**config.mk**
```make
export PLATFORM = sky130hd
export DESIGN_NAME = inst_fetch_queue
export DESIGN_NICKNAME = d
export VERILOG_FILES = /design/src/rtl/inst_fetch_queue.sv
export SDC_FILE = /design/constraint.sdc
export NUM_CORES = 1
export LEC_CHECK = 0
export CORE_MARGIN = 2
export CORE_UTILIZATION = 30
export CTS_CLUSTER_DIAMETER = 150
export DETAILED_ROUTE_END_ITERATION = 10
export GPL_TIMING_DRIVEN = 0
export PLACE_DENSITY = 0.53
export REMOVE_ABC_BUFFERS = 1
export SYNTH_ARGS = -nofsm -noshare
export SYNTH_HDL_FRONTEND = slang
export SYNTH_SLANG_ARGS = --single-unit
```
**constraint.sdc**
```tcl
create_clock -name clk -period 2.8 [get_ports clk]
set_input_delay 0.84 -clock clk [delete_from_list [all_inputs] [get_ports clk]]
set_output_delay 0.84 -clock clk [all_outputs]
set_load 0.02 [all_outputs]
```
**src/rtl/inst_fetch_queue.sv**
```systemverilog
// ---------------------------------------------------------------------------
// inst_fetch_queue
//
// Small FIFO between the I-cache read port and the ID stage. It holds
// fetched {pc, inst} pairs and presents the oldest one to decode
// (show-ahead). When it is empty, decode sees a canonical NOP with pc = 0,
// so the ID stage always gets a legal instruction. A redirect from EX
// flushes the queue in one cycle.
//
// Parameters
//   DEPTH     number of entries (power of two, >= 2)
//   NOP_INST  instruction presented when the queue is empty
//
// Ports
//   clk        rising-edge clock
//   rst_n      asynchronous reset, active low
//   flush      redirect from EX; empties the queue at the next edge
//   in_valid   fetch side presents a word this cycle
//   in_ready   queue can accept a word (depends on occupancy only)
//   in_pc      PC of the fetched word
//   in_inst    fetched instruction
//   out_valid  head entry is valid
//   out_ready  ID stage consumes the head this cycle
//   out_pc     PC of the head entry (0 when empty)
//   out_inst   head instruction (NOP_INST when empty)
//   count      current occupancy, 0..DEPTH
// ---------------------------------------------------------------------------
module inst_fetch_queue #(
  parameter int          DEPTH    = 4,
  parameter logic [31:0] NOP_INST = 32'h0000_0013
) (
  input  logic                     clk,
  input  logic                     rst_n,
  input  logic                     flush,
  input  logic                     in_valid,
  output logic                     in_ready,
  input  logic [31:0]              in_pc,
  input  logic [31:0]              in_inst,
  output logic                     out_valid,
  input  logic                     out_ready,
  output logic [31:0]              out_pc,
  output logic [31:0]              out_inst,
  output logic [$clog2(DEPTH):0]   count
);

  localparam int AW = $clog2(DEPTH);
  localparam logic [AW:0] FULL_COUNT = (AW+1)'(DEPTH);

  logic [63:0]   mem [DEPTH];
  logic [AW-1:0] rd_ptr;
  logic [AW-1:0] wr_ptr;
  logic [AW:0]   count_q;
  logic          push;
  logic          pop;
  logic [63:0]   head;

  // Handshake flags come from registered occupancy only, so there is no
  // combinational path from in_valid/out_ready into in_ready/out_valid.
  // When full, a simultaneous pop does not open a slot in the same cycle.
  assign in_ready  = (count_q < FULL_COUNT);
  assign out_valid = (count_q != '0);

  // A flush overrides any transfer attempted in the same cycle.
  assign push = in_valid & in_ready & ~flush;
  assign pop  = out_valid & out_ready & ~flush;

  // Storage: written at the write pointer on an accepted push. Flush does
  // not touch the contents because the pointers alone decide validity.
  always_ff @(posedge clk or negedge rst_n) begin
    if (!rst_n) begin
      for (int i = 0; i < DEPTH; i++) begin
        mem[i] <= '0;
      end
    end else if (push) begin
      mem[wr_ptr] <= {in_pc, in_inst};
    end
  end

  // Pointers wrap naturally at DEPTH since DEPTH is a power of two.
  // Occupancy is tracked separately so full and empty are distinguishable.
  always_ff @(posedge clk or negedge rst_n) begin
    if (!rst_n) begin
      rd_ptr  <= '0;
      wr_ptr  <= '0;
      count_q <= '0;
    end else if (flush) begin
      rd_ptr  <= '0;
      wr_ptr  <= '0;
      count_q <= '0;
    end else begin
      if (push) begin
        wr_ptr <= wr_ptr + 1'b1;
      end
      if (pop) begin
        rd_ptr <= rd_ptr + 1'b1;
      end
      case ({push, pop})
        2'b10:   count_q <= count_q + 1'b1;
        2'b01:   count_q <= count_q - 1'b1;
        default: count_q <= count_q;
      endcase
    end
  end

  // Show-ahead head read; substitute the NOP when nothing is valid so
  // decode never sees stale storage.
  assign head     = mem[rd_ptr];
  assign out_pc   = out_valid ? head[63:32] : 32'h0;
  assign out_inst = out_valid ? head[31:0]  : NOP_INST;
  assign count    = count_q;

endmodule

```
---- Word-level counts from Yosys, hierarchy flattened ----
Cells that the tools add are included.
storage, ports and cells
  register bits after elaboration ......... 263
  output and inout bits ................... 69
  word-level logic and storage cells ...... 43
operators by class
  add/sub/neg operators ................... 4
  order comparisons ....................... 4
  equal/unequal tests ..................... 2
  muxes and demuxes ....................... 14
  bitwise gates (word level) .............. 7
  reduce and logical (&&, ||, !) cells .... 5
operators with widths
  operator                                                    count
  bitwise mux 256 bit                                         1
  2-to-1 mux 64 bit                                           3
  binary-select mux 64 bit (select 2 bit)                     1
  demux 64 bit (select 2 bit)                                 1
  2-to-1 mux 32 bit                                           2
  2-to-1 mux 2 bit                                            4
  >= comparator 3 bit, second input constant                  2
  NOT 2 -> 3 bit                                              2
  one-hot mux 3 bit (2 select lines)                          1
  nonzero test 3 bit                                          2
  adder 2 x 1 -> 2 bit, second input constant                 2
  AND 1 bit                                                   4
  nonzero test 2 bit                                          2
  adder 3 x 1 -> 3 bit, second input constant                 1
  less-than comparator 3 x 1 -> 1 bit, second input constant  1
  less-than comparator 3 bit, second input constant           1
  2-to-1 mux 3 bit                                            1
  subtractor 3 x 1 -> 3 bit, second input constant            1
  == test 2 x 1 -> 1 bit, second input constant               1
  == test 2 bit, second input constant                        1
  logical AND 1 bit                                           1
  NOT 1 bit                                                   1

---- Logic depth before layout (Yosys ltp) ----
Gate-level depths: netlist of run 1.
  depth after elaboration ................. 6
  gate-level depth with buffers ........... 10

---- Least setup slack after synthesis of run 1 ----
No wires, ideal clock.
  path kind ............................... register to output
  start ................................... reg count_q[0], in the netlist count[0]
  end ..................................... out out_pc[10]
  arrival time ............................ 1.610 ns
  slack ................................... 0.350 ns
  cell stages (with the launch flop) ...... 6
  path buffers ............................ 2
  cells stage by stage .................... dfrtp_1 -> clkbuf_1 -> nor3_1 -> inv_2 -> clkbuf_1 -> and2_1
on the way
  cells in the longest elaborated chain, start to end .. 2
RTL lines
  what                      line  RTL
  start: declaration        52    logic [AW:0] count_q;
  start signal: assignment  98    2'b10: count_q <= count_q + 1'b1;
  start signal: assignment  99    2'b01: count_q <= count_q - 1'b1;
  start signal: assignment  100   default: count_q <= count_q;
  nonzero test 3 bit        61    assign out_valid = (count_q != '0);
  net out_valid             39    output logic out_valid,
  2-to-1 mux 32 bit         108   assign out_pc = out_valid ? head[63:32] : 32'h0;
  end: declaration          41    output logic [31:0] out_pc,
The timed path passes the listed nets, and every way through them passes these cells.

---- Worst setup path in the final report of run 1 ----
  start ................................... reg rd_ptr[0]
  end ..................................... out out_pc[1]
on the way
  cells in the longest elaborated chain, start to end .. 5
RTL lines
  what                                                   line  RTL
  start: declaration                                     50    logic [AW-1:0] rd_ptr;
  start signal: assignment                               95    rd_ptr <= rd_ptr + 1'b1;
  NOT 2 -> 3 bit (not written as such)                   107   assign head = mem[rd_ptr];
  binary-select mux 64 bit (select 2 bit)                107
  2-to-1 mux 64 bit (not written as such) (2 in series)  107
  2-to-1 mux 32 bit                                      108
No other way between the ends. The select of a mux whose other input is x is not followed.

==> results by group, run 1 <==
Outcome
  – Status: complete, but fails checks
  – Failing checks: negative setup slack

Route
  – DRC viols: 0
  – Via count: 6868
  – Met2 wire len: 13.4 mm
  – Met3 WL: 1.38 mm
  – 1st-iter DRT viols: 250
  – Top Metal Used: met5
  – TritonRoute pass-1 iters: 4
  – Detailed Route WL: 28.9 mm
  – Vias/cell: 4.64
  – Antenna Nets Post-Route: 0
  – Routed len/inst: 19.6 um
  – Met1 WL: 13.6 mm

Run
  – Max_cap viols: 0

Timing
  – Worst Tran Pin Value: 0.664 ns
  – Slew Limit Fails: 0
  – Final WS setup: -0.386 ns
  – Tightest hold margin: 0.172 ns
  – Fin crit share: 114%
  – Final worst path period need: 3.19 ns
  – Final setup fails: 64
  – Final Hold Fails: 0
  – FMAX: 314 MHz
  – Slew HR: 55.8%
  – RSZ-0062 raised after global routing: true
  – Clk_skew: 0.0260 ns

Logic synthesis
  – Synth area leader: dfrtp_1
  – Register bit total from synthesis: 263
  – Distinct cell type count after synthesis: 35
  – Cell with the most instances after synthesis: dfrtp_1
  – Cell count after synthesis: 753
  – Area contributors post-synth: dfrtp_1 53%, mux2_1 17%, mux4_2 12%, mux2_4 7.3%, and2_1 3.3%
  – Yosys top cell area share: 53.4%
  – Post-synthesis instance area: 12300 um^2
  – Sequential fraction of the synthesis area: 53.4%
  – Async SR Flop Fraction: 100%
  – Commonest cells post-synth: 263 x dfrtp_1, 184 x mux2_1, 64 x and2_1, 64 x mux4_2, 60 x mux2_4
  – Avg Synthesized Cell Area: 16.4 um^2
  – Main synth FF type: dfrtp_1
  – Post-synth EDFFs: 0
  – Total number of yosys warnings: 0

Cells and area
  – Post-Layout Cell Count: 1479
  – Filler instances: 3806
  – Ratio of cells with drive above 1 in the final layout: 39.1%
  – Share of the core filled with cells: 39.5%
  – Syn-to-layout area delta: 30.5%
  – Fin nets: 999
  – Ant. Diodes: 0

Placement
  – Pre-CTS setup slack: -0.849 ns
  – Gpl congestion: 0.690
  – Placed cells: 1378
  – DP HPWL: 16.0 mm
  – IO Port Bufs: 137

Floorplanning
  – Rows: 74
  – Horiz. Die Dim: 207 um
  – Die ar.: 42700 um^2
  – Initial Utilization: 30.3%
  – Die height: 207 um
  – Core area: 40600 um^2
  – I/O pin count: 138

Setup path
  – Required @ worst endpoint: 1.96 ns
  – Startpoint Class: register
  – Critical Path AT: 2.35 ns
  – Critical path fanouts, max: 7
  – Crit path kind: register to primary output
  – CP endpoint kind: primary output

Clocking
  – CTS tree: yes
  – Hold-fix buffers at CTS: 0
  – Root Driver: clkbuf_16
  – Number of buffers created by CTS: 31
  – Htree depth: 1
  – Clock Latency Late Sink: 0.59 ns
  – # clock sinks: 263
  – Clock slew at reported path FFs: 0.06 ns
  – Clock tree buffer depth: 3

Global route
  – First-pass GRT wire length: 45.3 mm
  – Total Routing Usage GR: 13.9%
  – Antenna violations before repair: 2
  – Vias in the first global route: 7513
  – Total gr overflow: 0
  – Largest net degree at the start of global routing: 112

Pwr
  – Pleak: 7.04 nW
  – Power Density: 903 nW/um^2
  – Maximum vdd ir drop: 0.460 mV

Worst hold path
  – HP Class: primary input to asynchronous set/reset pin
## sequential cells by signal (all words and copies together), names as in the netlist
register	count
wr_ptr	2
count	3
rd_ptr	2
mem	256
## path summary, 6_finish.rpt
check	startpoint	endpoint	slack, ns	depth (start not counted)
hold reg to reg	mem[77]	mem[77]	0.48	1
max in group asynchronous	rst_n	mem[79]	1.70	2
hold / removal	rst_n	mem[157]	0.17	1
setup reg to reg	count[2]	mem[110]	0.64	4
min in group clk	mem[77]	mem[77]	0.48	1
setup / recovery	rd_ptr[0]	out_pc[1]	-0.39	7
## per-stage QoR
step,instance area (um^2),TNS (ns),power (mW)
after floorplan,11900,-159.91,8.45
after global placement,13900,-3732.99,9.90
after detailed placement,14200,-114.91,9.96
after CTS,16000,-21.62,14.6
after global routing,16100,-21.73,15.4
final,16100,-16.59,14.5
## per-layer routing
metal | up-vias | global-route usage, %
met5 | - | 0
met4 | 4 | 2.81
met3 | 43 | 3.14
met2 | 117 | 22.0
met1 | 3622 | 19.6
li1 | 3082 | -
## placed cells by master (no fill, tap or decap), drive strengths merged
master and count:
mux2 256, and3b 1, xor2 2, mux4 64
nor3b 2, dfrtp 263, clkdlybuf4s50 71, clkbuf 52
nor4 1, o31ai 1, or2 3, xnor2 3
buf 120, nor2b 1, nor3 1, nand3 3
clkinv 4, nand2 3, ha 4, a21oi 4
inv 5, fa 1, nand2b 1, a211oi 1
a221oi 1, o21ai 4, and2 64, nor2 10
or3 1
## layout make-up
| class | count | area (um^2) | share of cell area, % |
|---|---|---|---|
| clock buffers | 50 | 957 | 5.96 |
| flip-flops and latches | 263 | 6590 | 41.0 |
| clock inverters | 5 | 43.8 | 0.273 |
| multi-input cells | 432 | 5430 | 33.8 |
| inverters | 4 | 31.3 | 0.195 |
| well taps | 532 | 666 | 4.14 |
| repair buffers | 193 | 2350 | 14.6 |
## critical path: stages, from the launching register on
cell,delay (ns)
dfrtp_4,0.51
buf_16,0.17
buf_12,0.13
buf_16,0.14
buf_6,0.12
mux4_2,0.40
and2_4,0.18
buf_6,0.12
## where the power goes
group	internal, mW	switching (mW)	leakage (nW)	total [mW]
clock	2.32	1.59	0.496	3.92
combinational	3.02	1.75	3.25	4.77
sequential	5.17	0.653	3.29	5.82
## logic make-up after synthesis
family	synth area share, %
XOR/XNOR	0.356
adder cells (fa/ha/maj)	0.569
buffers and inverters	3.69
AND/OR/NAND/NOR	4.49
flip-flops	53.4
AO/OA/AOI/OAI	0.518
multiplexers	36.9
## repair_timing
item                                   4_1_cts  5_1_grt
pin swaps                                    4        3
setup buffers                               43        3
gates resized for setup                    432       52
setup endpoints to repair                   65       65
gates cloned                                 6        1
endpoints found under the hold margin        0        0
Note: power is estimated with default switching activity, not from simulation.
==> run 2, diff against run 1 <==
- DONT_BUFFER_PORTS: not set -> 1
- HOLD_SLACK_MARGIN: not set -> 0.03
- PLACE_DENSITY: 0.53 -> 0.49
==> run 2 against run 1 <==
  * The run ends with negative hold slack, negative setup slack left
  * Combinational power is 25% lower
  * Clock skew is 0.0083 ns lower
  * Non-clock buffer count is 169 lower
  * Critical path depth is 2 lower
  * Fmax is 7.2% higher
  * Power is 8.6% lower
  * Sequential cell count stayed put
  * Clock power is 2% lower
  * Register-to-register slack worse by 0.08 ns
  * Utilization is 4.8 points lower
  * Design area is 12% lower
  * Critical path type unchanged
  * Highest routed layer is now met4
==> results by group, run 2 (synthesis results as in run 1) <==
Outcome
  – Status: complete, but fails checks
  – Failing checks: negative hold slack, negative setup slack

Setup path
  – Crit path kind: register to primary output
  – Reg2reg setup slack: 0.56 ns (-0.08 ns)
  – Critical path fanouts, max: 8 (+1)
  – Required @ worst endpoint: 1.96 ns (about the same)
  – Worst r2r src: count[2]
  – Startpoint Class: register
  – R2r worst-path depth: 4 (unchanged)
  – CP endpoint kind: primary output
  – Critical Path AT: 2.13 ns (-0.22 ns)
  – Reg2reg end: mem[66]

Cells and area
  – Most frequent cells in the layout: 258 x dfrtp_1, 184 x mux2_1, 64 x mux4_2, 60 x mux2_4, 36 x and2_4
  – Ratio of cells with drive above 1 in the final layout: 33.1% (-6.0 points)
  – Ant. Diodes: 0 (unchanged)
  – Largest Register: mem
  – Fin nets: 830 (-17%)
  – Max reg flops: 256 (unchanged)
  – Most common cell after layout, fill and taps aside: dfrtp_1
  – Syn-to-layout area delta: 14.8%
  – Share of the core filled with cells: 34.8% (-4.8 points)
  – Post-Layout Cell Count: 1309 (-11%)

Floorplanning
  – Horiz. Die Dim: 207 um (unchanged)
  – Initial Utilization: 30.3% (unchanged)
  – Die ar.: 42700 um^2 (unchanged)
  – Die height: 207 um (unchanged)
  – Core area: 40600 um^2 (unchanged)
  – Rows: 74 (unchanged)
  – I/O pin count: 138 (unchanged)

Pwr
  – Internal: 9.62 mW (-8.4%)
  – Power Density: 938 nW/um^2 (+3.9%)
  – Logic gate share of total power: 27.0% (-5.9 points)
  – Switching Fraction: 27.4% (-0.12 points)
  – Maximum vdd ir drop: 0.500 mV (+8.6%)
  – Sw power: 3.64 mW (-9.0%)
  – Pleak: 6.10 nW (-13%)
  – Clock power share: 29.1% (+2.1 points)
  – Flop pwr share: 43.9% (+3.8 points)

Timing
  – Clk_skew: 0.0178 ns (-0.00827 ns)
  – Final worst path period need: 2.97 ns (-0.214 ns)
  – Tightest hold margin: -0.0233 ns (-0.195 ns)
  – Final setup fails: 64 (unchanged)
  – Total Negative Setup Slacks: -7.25 ns (+9.35 ns)
  – RSZ-0062 raised after global routing: true
  – FMAX: 336 MHz (+7.2%)
  – Slew HR: 44.4% (-11 points)
  – Fin crit share: 106% (-7.6 points)
  – Final Hold Fails: 9 (+9)
  – Slew Limit Fails: 0 (unchanged)
  – Worst Tran Pin Value: 0.834 ns (+0.171 ns)
  – Final WS setup: -0.172 ns (+0.214 ns)

Route
  – DRC viols: 0 (unchanged)
  – 1st-iter DRT viols: 210 (-16%)
  – Antenna Nets Post-Route: 0 (unchanged)
  – Vias/cell: 4.75 (+2.4%)
  – Routed len/inst: 21.0 um (+7.1%)
  – TritonRoute pass-1 iters: 4 (unchanged)
  – Detailed Route WL: 27.4 mm (-5.2%)
  – Via count: 6222 (-9.4%)

Clocking
  – Root Driver: clkbuf_16
  – CTS tree: yes
  – Number of buffers created by CTS: 31 (unchanged)
  – Clock slew at reported path FFs: 0.06 ns (about the same)
  – Clock Latency Late Sink: 0.57 ns (-0.02 ns)
  – # clock sinks: 263 (unchanged)
  – Clock tree buffer depth: 3 (unchanged)
  – Htree depth: 1 (unchanged)

Run
  – Max_cap viols: 0 (unchanged)

Worst hold path
  – HP Class: primary input to asynchronous set/reset pin

Global route
  – Largest net degree at the start of global routing: 264 (+140%)
  – Antenna violations before repair: 0 (-2)
  – First-pass GRT wire length: 41.6 mm (-8.2%)
  – Vias in the first global route: 6786 (-9.7%)
  – Total gr overflow: 0 (unchanged)
  – Total Routing Usage GR: 12.8% (-1.1 points)

Placement
  – Placed cells: 1238 (-10%)
  – IO Port Bufs: 0 (-100%)
  – Pre-CTS setup slack: -0.412 ns (+0.436 ns)
  – Gpl congestion: 0.653 (-5.3%)
  – DP HPWL: 14.9 mm (-7.1%)
## run 2: power groups by stage
stage               Sequential, mW  Clock [mW]  Combinational (mW)
floorplan                     5.73           0                2.72
global placement              6.01           0                3.09
detailed placement            5.93           0                3.21
CTS                           5.82        4.02                3.51
global route                  6.00        4.17                3.86
finish                        5.82        3.86                3.58
## run 2: timing repair
action | CTS | global route
resized for setup | 39 | 45
setup buffers | 9 | 5
gates cloned | 2 | 2
endpoints found under the hold margin | 263 | 263
pin swaps | 1 | 1
endpoints found under the setup margin | 65 | 64
## run 2: worst max-delay path by stage
stage / startpoint / endpoint / slack (ns) / cells after the start
after floorplan: rd_ptr[0] / out_inst[0] / -1.58 / 2
after global placement: rd_ptr[0] / out_pc[20] / -3.12 / 2
after detailed placement: count[0] / out_inst[14] / -0.41 / 3
after CTS: rd_ptr[0] / out_inst[15] / -0.23 / 4
after global routing: rd_ptr[0] / out_inst[23] / -0.24 / 4
final: rd_ptr[0] / out_pc[1] / -0.17 / 5
## run 2: layout make-up
type	instances	area [um^2]
fillers	3885	26500
flip-flops and latches	263	6590
multi-input cells	432	5390
clock buffers	48	940
well taps	532	666
repair buffers	24	485
clock inverters	6	37.5
inverters	4	27.5
## run 2: stage by stage
step / instance area (um^2) / power (mW) / hold WS (ns)
after floorplan: 11900 / 8.45 / 0.453
after global placement: 12500 / 9.10 / 0.462
after detailed placement: 12800 / 9.14 / 0.469
after CTS: 14000 / 13.4 / -0.0636
after global routing: 14100 / 14.0 / -0.0573
final: 14100 / 13.3 / -0.0233
## run 2: routing by layer
layer	GRT usage (%)	share of wire [%]	vias up
met5	0	0	-
met4	3.09	2.2	0
met3	3.53	5.3	37
met2	20.5	47	102
met1	17.2	46	3332
li1	-	-	2751
## run 2: worst max-delay path: stages, from the launching register on
cell     delay (ns)
dfrtp_4        0.50
buf_4          0.15
buf_4          0.13
buf_12         0.14
mux4_2         0.43
and2_4         0.20
